### src/rtl/evenodd_seq_monitor.sv
// Passive sequence-integrity monitor for the even/odd counter: predicts the next value, flags match/err, tracks lock.
// Optional MON_STICKY_EN adds a sticky error flag output err_sticky.
module evenodd_seq_monitor #(
  parameter int unsigned LOCK_N = 4,
  parameter int unsigned ERR_W  = 8
) (
  input  logic             clk,
  input  logic             rst,
  input  logic             oe,
  input  logic [2:0]       cnt_in,
  input  logic             cnt_valid,
  output logic [2:0]       exp_out,
  output logic             match,
  output logic             err,
  output logic             locked,
  output logic [ERR_W-1:0] err_count
`ifdef MON_STICKY_EN
  ,
  output logic             err_sticky
`endif
);

  typedef enum logic [1:0] {HUNT, TRACK, LOCKED} state_e;

  localparam logic [3:0] LOCK_RUN = 4'(LOCK_N);

  state_e           state_q, state_d;
  logic [3:0]       run_q, run_d;
  logic [2:0]       exp_q, exp_d;
  logic             match_q, match_d;
  logic             err_q, err_d;
  logic             locked_q, locked_d;
  logic [ERR_W-1:0] errcnt_q, errcnt_d;
  logic             hit;
  logic             checking;

  // Odd sequence steps 7 -> 0, not 7+2 -> 1; other cases wrap naturally mod 8.
  function automatic logic [2:0] nxt(input logic [2:0] v, input logic oe_i);
    if (oe_i) begin
      if (v[0]) nxt = (v == 3'd7) ? 3'd0 : v + 3'd2;
      else      nxt = v + 3'd1;
    end else begin
      nxt = v[0] ? v + 3'd1 : v + 3'd2;
    end
  endfunction

  assign hit      = (cnt_in == exp_q);
  assign checking = cnt_valid && (state_q != HUNT);

  always_ff @(posedge clk) begin
    if (rst) begin
      state_q  <= HUNT;
      run_q    <= '0;
      exp_q    <= '0;
      match_q  <= 1'b0;
      err_q    <= 1'b0;
      locked_q <= 1'b0;
      errcnt_q <= '0;
    end else begin
      state_q  <= state_d;
      run_q    <= run_d;
      exp_q    <= exp_d;
      match_q  <= match_d;
      err_q    <= err_d;
      locked_q <= locked_d;
      errcnt_q <= errcnt_d;
    end
  end

  always_comb begin
    state_d = state_q;
    run_d   = run_q;
    if (!cnt_valid) begin
      state_d = HUNT;
      run_d   = '0;
    end else begin
      case (state_q)
        HUNT: begin
          state_d = TRACK;
          run_d   = '0;
        end
        TRACK: begin
          if (hit) begin
            run_d = run_q + 4'd1;
            if (run_d >= LOCK_RUN) state_d = LOCKED;
          end else begin
            run_d = '0;
          end
        end
        LOCKED: begin
          if (!hit) begin
            state_d = TRACK;
            run_d   = '0;
          end
        end
        default: begin
          state_d = HUNT;
          run_d   = '0;
        end
      endcase
    end
  end

  always_comb begin
    exp_d    = cnt_valid ? nxt(cnt_in, oe) : exp_q;
    match_d  = checking && hit;
    err_d    = checking && !hit;
    locked_d = (state_d == LOCKED);
    errcnt_d = errcnt_q;
    if (err_d && (errcnt_q != '1)) errcnt_d = errcnt_q + ERR_W'(1);
  end

  assign exp_out   = exp_q;
  assign match     = match_q;
  assign err       = err_q;
  assign locked    = locked_q;
  assign err_count = errcnt_q;

`ifdef MON_STICKY_EN
  logic sticky_q, sticky_d;

  always_comb sticky_d = sticky_q | err_d;

  always_ff @(posedge clk) begin
    if (rst) sticky_q <= 1'b0;
    else     sticky_q <= sticky_d;
  end

  assign err_sticky = sticky_q;
`endif

endmodule

### config.mk
export PLATFORM = sky130hd
export DESIGN_NAME = evenodd_seq_monitor
export DESIGN_NICKNAME = d
export VERILOG_FILES = /design/src/rtl/evenodd_seq_monitor.sv
export SDC_FILE = /design/constraint.sdc
export NUM_CORES = 1
export LEC_CHECK = 0
export ABC_CLOCK_PERIOD_IN_PS = 2000
export CORE_ASPECT_RATIO = 1.4
export CORE_MARGIN = 2
export CORE_UTILIZATION = 48
export CTS_BUF_LIST = sky130_fd_sc_hd__clkbuf_4 sky130_fd_sc_hd__clkbuf_8 sky130_fd_sc_hd__clkbuf_16
export DETAILED_ROUTE_END_ITERATION = 8
export PLACE_DENSITY = 0.81
export SYNTH_ARGS = -nofsm -noshare
export SYNTH_HDL_FRONTEND = slang
export SYNTH_SLANG_ARGS = --single-unit
### constraint.sdc
create_clock -name clk -period 2 [get_ports clk]
set_input_delay 0.2 -clock clk [delete_from_list [all_inputs] [get_ports clk]]
set_output_delay 0.2 -clock clk [all_outputs]
set_load 0.02 [all_outputs]
==> results of run 1 <==
==> sequential cells by signal (all words and copies together), names as in the netlist <==
name       count
err_count      8
state_q        2
match          1
exp_out        3
run_q          4
err            1
locked         1
==> Yosys cell counts (all sizes together) <==
master,number
a211oi,1
a21oi,8
a22oi,1
a2bb2oi,1
a31o,1
and2,1
and3,1
buf,1
clkbuf,1
dfxtp,20
ha,3
inv,3
mux2,1
mux2i,1
nand2,9
nand2b,4
nand3,7
nand3b,1
nand4,2
nor2,12
nor2b,4
nor3,1
nor4,3
o211ai,1
o21ai,5
o221a,1
o311a,1
o311ai,1
o31ai,2
o41ai,2
or3,1
or4,3
or4b,1
xnor2,5
xor2,1
==> metrics by stage <==
step | hold WS, ns | instance area, sq um
floorplan | 0.296 | 958
global placement | 0.479 | 1230
detailed placement | 0.495 | 1230
CTS | 0.513 | 1280
global route | 0.531 | 1280
finish | 0.513 | 1280
==> how the worst max path moves through the flow <==
stage / end / slack (ns) / cells after the start
2_1_floorplan: err_count[6] / 0.26 / 4
3_3_place_gp: err_count[5] / 0.08 / 5
3_5_place_dp: err_count[5] / 0.04 / 5
4_1_cts: err_count[6] / 0.30 / 4
5_1_grt: err_count[5] / 0.19 / 5
6_report: err_count[6] / 0.30 / 4
==> cell type report <==
| class | instances | area share |
|---|---|---|
| Clock buffer | 3 | 0.0176 |
| Clock inverter | 1 | 0.0234 |
| Inverter | 3 | 0.00879 |
| Multi-Input combinational cell | 86 | 0.420 |
| Sequential cell | 20 | 0.312 |
| Tap cell | 21 | 0.0205 |
| Timing Repair Buffer | 27 | 0.197 |
==> critical path: stages, from the launching register on <==
cell and delay (ns):
dfxtp_1 0.41, ha_1 0.25, nand2_1 0.08, or4b_2 0.61
o221a_2 0.26
==> metal layers <==
metal / wire length [um] / vias up
met5: 0 / -
met4: 47 / 0
met3: 65 / 4
met2: 1110 / 14
met1: 870 / 445
li1: - / 464
==> cells in the final DEF, fill, tap and decap left out, types with 2 or more instances in the layout <==
cell	count
a21oi_1	8
buf_4	7
clkbuf_4	3
clkdlybuf4s50_1	20
dfxtp_1	20
ha_1	3
inv_1	3
nand2_1	9
nand2b_1	4
nand3_1	7
nand4_1	2
nor2_1	12
nor2b_1	4
nor4_1	3
o21ai_0	5
o31ai_1	2
o41ai_1	2
or4_1	3
xnor2_1	5
==> power by group <==
| part | total, uW | leakage [uW] | internal, uW | switching, uW |
|---|---|---|---|---|
| Combinational | 103 | 0.000259 | 51.7 | 51.7 |
| Sequential | 414 | 0.000162 | 406 | 7.94 |
| Clock | 333 | 0.0000279 | 203 | 130 |
==> kinds of logic after synthesis <==
family                     count (synthesis)  share of synthesized area
buffers and inverters                      5                     0.0209
adders and majority gates                  3                     0.0392
DFF                                       20                      0.418
AOI/OAI and AO/OA                         25                      0.175
and+or+nand+nor                           50                      0.270
xor gates and xnor gates                   6                     0.0548
muxes                                      2                     0.0222
==> metrics, run 1 <==
run status=complete, no violations; GRT overflow=0; via count=a little over 900; clock latency on the worst-skew pair=around 0.31 ns; Worst EP required=approximately 2.2 ns; Setup Fix Bufs, Post-CTS=0; fillers=172; Total Wirelength=~2.1 mm; # diodes=0; class of the worst hold path=flip-flop to flip-flop; top cell type's share of synthesized area=0.418; # resized after CTS=0; fmax=roughly 600 MHz; # H-tree levels=1; clk sink count=20; global routing's busiest layer=met2; Clock Path Buffers=2; DRT antenna net count=0; CTS Hold Bufs=0; Final Skew=~0.0041 ns; synth warn=0; Mapped Area=~960 sq um; initial antenna violation count=0; GR Layer Usage met3=0.0225; Starting Density=0.498; Vert. Die Dim=roughly 57 um; DR WL/cell=between 10 and 15 um; grt met1 use=0.213; M2 GR Usage=0.357; syn_nets=approximately 120; HPWL after DPL=approximately 1.6 mm; Tot GR Track Use=0.196; setup slack, reg-to-reg=~0.30 ns; Syn Area/Cell=roughly 8.6 sq um; vias per inst=between 5 and 6; leak pwr=0.000449 uW; Hold Crit Depth=2; Synth cell types=35; Place WS=0.0387 ns; fin util=0.665; setup ws final=roughly 0.30 ns; PD cells=664 nW/um^2; max cap viols=0; CP max FO=4; chip width=roughly 42 um; RSZ-0062 raised after global routing=false; vias in the first global route=about 900; die area=2380 sq um; DRC viols=0; PortBufs=20; final cell count without fillers=161; R2R depth=4; largest area contributor in the netlist=dfxtp_1; Critical Path Start Type=flip-flop; CORE AREA=roughly 1900 sq um; ratio of final minimum period to clock period=0.852; Hold Vio Cnt, Final=0; share of cells above drive strength 1=0.100; synthesized flop and latch total=20; Synth Instances=111; origin of the critical flop-to-flop path=err_count[1]; 1st-iter DRT viols=16; worst-margin pin slew=around 0.54 ns; Slew Limit Fails=0; total power=851 uW; Cell Rows=19; Worst setup EP type=flip-flop; total CTS buffers=3; Max VDD drop=about 0.49 mV; fin nets=~150; Reg clk slew, reported paths=0.12 ns; Worst Setup SP=err_count[1]; Rel. slew slack=0.641; dominant cells by area after synthesis=dfxtp_1 42%, nor2_1 4.7%, xnor2_1 4.6%, a21oi_1 4.2%, ha_1 3.9%; CTS tree=built; kind of critical path=flip-flop to flip-flop; synthesis-to-layout area growth=33.7%; Hold Crit Start=exp_out[0]; clk root buf=clkbuf_4; Setup violations, final=0; register area=between 400 and 500 sq um; crit path DAT=roughly 1.9 ns; drt pass-1 iters=4; Seq/Total Area, Yosys=0.418; Period minus WS final=between 1.5 and 2 ns; worst reg2reg endpoint=err_count[6]; gp weighted congestion=roughly 0.75; placed cells=about 160; final total negative setup slack=0 ns; I/O pin total=21; first-pass GRT wire length=about 3.6 mm; largest net degree at the start of global routing=13; Multi-input gate area=538 sq um; WHS Endpoint=exp_out[0]
Power figures use the tool's default switching activity.
==> run 2, diff against run 1 <==
==> constraint.sdc (replaced) <==
create_clock -name clk -period 2 [get_ports clk]
set_input_delay 0.2 -clock clk [delete_from_list [all_inputs] [get_ports clk]]
set_output_delay 0.2 -clock clk [all_outputs]
set_load 0.01 [all_outputs]
==> results of run 2 <==
Same layout as run 1 (identical final DEF). Status: complete, no violations.
Among the figures that moved: total power 851 uW -> 846 uW; worst IR drop on VDD 0.490 mV -> 0.489 mV
